[src/rtl/rl_ram_1r1w_arb.sv]
// rl_ram_1r1w_arb: two-client write / two-client read round-robin arbiter in front of a 1R1W RAM
//    clk_i, rst_i                        clock, async active-high reset
//    wreq_i/waddr_i/wdata_i/wbe_i        packed write requests from clients 0 and 1
//    wgnt_o                              combinational write grant, one-hot or zero
//    rreq_i/raddr_i                      packed read requests from clients 0 and 1
//    rgnt_o, rvalid_o, rdata_o           read grant, read data valid one cycle later, shared read data
//    ram_waddr_o/ram_din_o/ram_we_o/ram_be_o, ram_raddr_o, ram_dout_i   RAM ports (1-cycle read)
module rl_ram_1r1w_arb #(
   parameter int ABITS = 10,
   parameter int DBITS = 32,
   localparam int BE = (DBITS + 7) / 8
) (
   input  logic               clk_i,
   input  logic               rst_i,
   input  logic [1:0]         wreq_i,
   input  logic [2*ABITS-1:0] waddr_i,
   input  logic [2*DBITS-1:0] wdata_i,
   input  logic [2*BE-1:0]    wbe_i,
   output logic [1:0]         wgnt_o,
   input  logic [1:0]         rreq_i,
   input  logic [2*ABITS-1:0] raddr_i,
   output logic [1:0]         rgnt_o,
   output logic [1:0]         rvalid_o,
   output logic [DBITS-1:0]   rdata_o,
   output logic [ABITS-1:0]   ram_waddr_o,
   output logic [DBITS-1:0]   ram_din_o,
   output logic               ram_we_o,
   output logic [BE-1:0]      ram_be_o,
   output logic [ABITS-1:0]   ram_raddr_o,
   input  logic [DBITS-1:0]   ram_dout_i
);
   logic             wptr_q, wptr_d, rptr_q, rptr_d, hit_q, hit_d;
   logic [1:0]       rvalid_q;
   logic [DBITS-1:0] bdata_q;
   logic [BE-1:0]    bmask_q;
   always_comb begin
      wgnt_o      = &wreq_i ? {wptr_q, ~wptr_q} : wreq_i;
      rgnt_o      = &rreq_i ? {rptr_q, ~rptr_q} : rreq_i;
      // after a grant the pointer favours the client that was not served
      wptr_d      = |wgnt_o ? wgnt_o[0] : wptr_q;
      rptr_d      = |rgnt_o ? rgnt_o[0] : rptr_q;
      ram_we_o    = |wgnt_o;
      ram_waddr_o = wgnt_o[1] ? waddr_i[ABITS +: ABITS] : waddr_i[0 +: ABITS];
      ram_din_o   = wgnt_o[1] ? wdata_i[DBITS +: DBITS] : wdata_i[0 +: DBITS];
      ram_be_o    = wgnt_o[1] ? wbe_i[BE +: BE] : wbe_i[0 +: BE];
      ram_raddr_o = rgnt_o[1] ? raddr_i[ABITS +: ABITS] : raddr_i[0 +: ABITS];
      // the RAM returns the old word on a same-address collision, so remember the write
      hit_d       = ram_we_o && (|rgnt_o) && (ram_waddr_o == ram_raddr_o);
   end
   always_ff @(posedge clk_i or posedge rst_i) begin
      if (rst_i) begin
         wptr_q   <= 1'b0;
         rptr_q   <= 1'b0;
         hit_q    <= 1'b0;
         rvalid_q <= 2'b00;
      end else begin
         wptr_q   <= wptr_d;
         rptr_q   <= rptr_d;
         hit_q    <= hit_d;
         rvalid_q <= rgnt_o;
      end
   end
   always_ff @(posedge clk_i) begin
      bdata_q <= ram_din_o;
      bmask_q <= ram_be_o;
   end
   assign rvalid_o = rvalid_q;
   for (genvar i = 0; i < DBITS; i++) begin : g_byp
      assign rdata_o[i] = (hit_q && bmask_q[i/8]) ? bdata_q[i] : ram_dout_i[i];
   end
endmodule

[config.mk]
export PLATFORM = sky130hd
export DESIGN_NAME = rl_ram_1r1w_arb
export DESIGN_NICKNAME = d
export VERILOG_FILES = /design/src/rtl/rl_ram_1r1w_arb.sv
export SDC_FILE = /design/constraint.sdc
export NUM_CORES = 1
export LEC_CHECK = 0
export CORE_AREA = 2 2 95 97
export CTS_CLUSTER_SIZE = 10
export DETAILED_ROUTE_END_ITERATION = 16
export DIE_AREA = 0 0 97 99
export DONT_BUFFER_PORTS = 1
export GPL_TIMING_DRIVEN = 0
export RECOVER_POWER = 100
export SLEW_MARGIN = 20
export SYNTH_ARGS = -nofsm -noshare
export SYNTH_HDL_FRONTEND = slang
export SYNTH_SLANG_ARGS = --single-unit
[constraint.sdc]
create_clock -name clk_i -period 7.71 [get_ports clk_i]
set_input_delay 2.313 -clock clk_i [delete_from_list [all_inputs] [get_ports clk_i]]
set_output_delay 2.313 -clock clk_i [all_outputs]
set_load 0.02 [all_outputs]
==> metrics.log <==
INFO  metric port-buffer-count = 0
INFO  metric final_common_cell = mux2_1
INFO  metric grt_antenna_before_repair = 0
INFO  metric worst-setup-path-type = input pin to primary output
INFO  metric ys_types = 18
INFO  metric switching_fraction = approximately a third
INFO  metric postCtsResizedCells = 0
INFO  metric post_cts_buffers = 0
INFO  metric timing.final.crit_share = between 80% and 90%
INFO  metric num-nets-final = 325
INFO  metric final_max_slew_viol_count = 0
INFO  metric clock_sinks = 41
INFO  metric internal_power = between 0.3 and 0.4 mW
INFO  metric finalClockSkew = 0.008465 ns
INFO  metric h-tree-depth = 2
INFO  metric routed-via-count = 1390
INFO  metric final_hold_viol_count = 0
INFO  metric detailedRoute.firstIterationViolations = 14
INFO  metric syn2layout_area_growth = 9.080%
INFO  metric power.share.sequential = between 40% and 50%
INFO  metric number_of_cells_on_the_worst_reg_to_reg_path = 6
INFO  metric slew-limit-headroom = around 44%
INFO  metric dieArea = slightly below 10000 µm²
INFO  metric remaining_drc_errors = 0
INFO  metric max_slew.worst_pin.slew = 0.8347 ns
INFO  metric totalWireLength = 6.214 mm
INFO  metric cts_tree = done
INFO  metric synthesized_area_per_cell = 12.55 µm²
INFO  metric start_util = approximately 25%
INFO  metric critPathMaxFanout = 10
INFO  metric worstHoldPathType = register to register
INFO  metric min_period = about 6.6 ns
INFO  metric clock_path_buffers = 2
INFO  metric maxcap_viol_count = 0
INFO  metric drt_first_pass_iters = 4
INFO  metric clockRootBuffer = clkbuf_8
INFO  metric number_of_nets_with_antenna_violations_after_routing = 0
INFO  metric critical_path.startpoint_type = input pin
INFO  metric grt.total_usage = between 10 and 15%
INFO  metric leading_cell_types_in_the_layout_fill_and_taps_excluded = mux2_1, dfxtp_1, xor2_1, clkbuf_1
INFO  metric gp_routability_congestion = roughly 0.84
INFO  metric rr_startpoint = wptr_q$_DFFE_PP0P_
INFO  metric cts_inserted_buffers = 5
INFO  metric r2r_end = bdata_q[27]$_DFF_P_
INFO  metric antennaDiodeCount = 0
INFO  metric netlist_area = approximately 2100 µm²
INFO  metric hold_buffers = 0
INFO  metric static_leakage_power = 0.8900 nW
INFO  metric clkSlewWorstSetupHoldPaths = 0.08 ns
INFO  metric run_status = complete, no violations
INFO  metric postSynthCellCount = approximately 170
INFO  metric setup_repair_after_global_routing_missed_its_margin = no
INFO  metric cp-startpoint = wreq_i[0]
INFO  metric crit_required = 5.40 ns
INFO  metric hold_slack = around 0.55 ns
INFO  metric end_kind = primary output
INFO  metric routedWlPerCell = 21.88 µm
INFO  metric cp_data_arrival_time = 4.28 ns
INFO  metric peakVddDrop = approximately 70 µV
INFO  metric synth-seq-area-share = ~40%
INFO  metric cp-endpoint = ram_din_o[27]
INFO  metric power_frac_clock = 28.5%
INFO  metric power_frac_comb = between 20% and 30%
INFO  metric grt.overflow.total = 0
INFO  metric tns = 0 ns
INFO  metric ys_seq_elements = a little over 40
INFO  metric synth.yosys.warnings = 0
INFO  metric avgViaCountPerCell = 4.894
INFO  metric first_global_vias = approximately 1500
INFO  metric max_clock_freq = around 150 MHz
INFO  metric syn-num-nets = between 300 and 400
INFO  metric place.detailed.hpwl = about 5.3 mm
INFO  metric grt_first_pass_wirelength = about 8.5 mm
INFO  metric pwr_density_cell = ~220 nW/µm²
INFO  metric die_height = approximately 99 µm
INFO  metric core_box_area = around 8600 µm²
INFO  metric fp.dieW = 97 µm
INFO  metric grt_max_degree = 13
INFO  metric placement_rows = 34
INFO  metric drive_gt1_share = slightly above 5%
INFO  metric p_switching = ~0.17 mW
INFO  metric clk-insertion-delay-late = about 0.29 ns
INFO  metric setup_slack_of_the_most_critical_reg_to_reg_path = between 5 and 6 ns
INFO  metric number_of_i_o_pins = around 250
INFO  metric report.final.setup_viol = 0
-- worst min path at each step --
stage,start,end,slack [ns],depth (start not counted)
floorplan,rptr_q$_DFFE_PP0N_,rptr_q$_DFFE_PP0N_,0.50,2
global placement,rptr_q$_DFFE_PP0N_,rptr_q$_DFFE_PP0N_,0.52,2
detailed placement,rptr_q$_DFFE_PP0N_,rptr_q$_DFFE_PP0N_,0.55,2
CTS,rptr_q$_DFFE_PP0N_,rptr_q$_DFFE_PP0N_,0.56,2
global route,rptr_q$_DFFE_PP0N_,rptr_q$_DFFE_PP0N_,0.59,2
finish,rptr_q$_DFFE_PP0N_,rptr_q$_DFFE_PP0N_,0.55,2
-- layout make-up --
cell class              count  area [µm²]
plain buffers               6       30.03
clock buffers               8       90.09
fillers                   879        6251
inverters                   5       18.77
multi-input cells         116        1180
flip-flops and latches     41       845.8
well taps                 108       135.1
-- worst max-delay path: stages --
cell and delay (ns):
nand2b_2 0.04, nand2_1 0.12, buf_6 0.17, clkbuf_1 0.48
clkbuf_1 0.63, mux2_1 0.51
-- metrics by stage --
stage               total power, mW  worst slack (ns)  util (%)  cell area (µm²)  instances
global placement             0.3856             1.623     26.24             2243        276
finish                       0.5112             1.121     26.89             2300        284
CTS                          0.5391             1.609     27.29             2333        284
detailed placement           0.3874             1.613     26.24             2243        276
global route                 0.5364            0.8495     26.89             2300        284
floorplan                    0.3684             1.975         -             2108        168
-- power by group through the flow --
stage / logic (mW) / registers (mW) / clock network (mW)
floorplan: 0.126 / 0.242 / 0
global placement: 0.142 / 0.244 / 0
detailed placement: 0.143 / 0.245 / 0
CTS: 0.143 / 0.240 / 0.156
global route: 0.135 / 0.241 / 0.161
finish: 0.126 / 0.239 / 0.146
-- sequential cells by signal (all words and copies together) (netlist names) --
name / count
bdata_q: 32
bmask_q: 4
rvalid_o: 2
hit_q: 1
rptr_q: 1
wptr_q: 1
-- layer usage --
layer	up-vias	wire length, µm	GRT usage, %
li1	609	-	-
met1	631	1946	10.67
met5	-	0	0
met4	0	44	3.575
met3	2	635	4.255
met2	148	3588	24.89
-- logic make-up after synthesis --
| family | count (synthesis) | share of synthesized area, % |
|---|---|---|
| mux | 88 | 48.07 |
| flops | 41 | 40.12 |
| simple gates | 13 | 3.324 |
| buf+inv | 11 | 2.908 |
| xor+xnor | 10 | 4.154 |
| compound gates | 5 | 1.424 |
-- synth_stat cells --
| master | n | area [µm²] |
|---|---|---|
| or2_2 | 1 | 6.260 |
| nor3_1 | 1 | 5.000 |
| and3_1 | 1 | 6.260 |
| buf_2 | 4 | 20.02 |
| a21boi_0 | 2 | 15.01 |
| dfxtp_1 | 36 | 720.7 |
| mux2_4 | 6 | 90.09 |
| dfrtp_1 | 5 | 125.1 |
| inv_1 | 5 | 18.77 |
| nand2_1 | 5 | 18.77 |
| buf_6 | 2 | 22.52 |
| mux2_2 | 82 | 923.4 |
| nand2_2 | 1 | 6.260 |
| nor4_1 | 2 | 12.51 |
| o21ai_0 | 3 | 15.01 |
| nand2b_1 | 1 | 6.260 |
| xor2_1 | 10 | 87.58 |
| nand2b_2 | 1 | 8.760 |
Note: power is estimated with default switching activity, not from simulation.
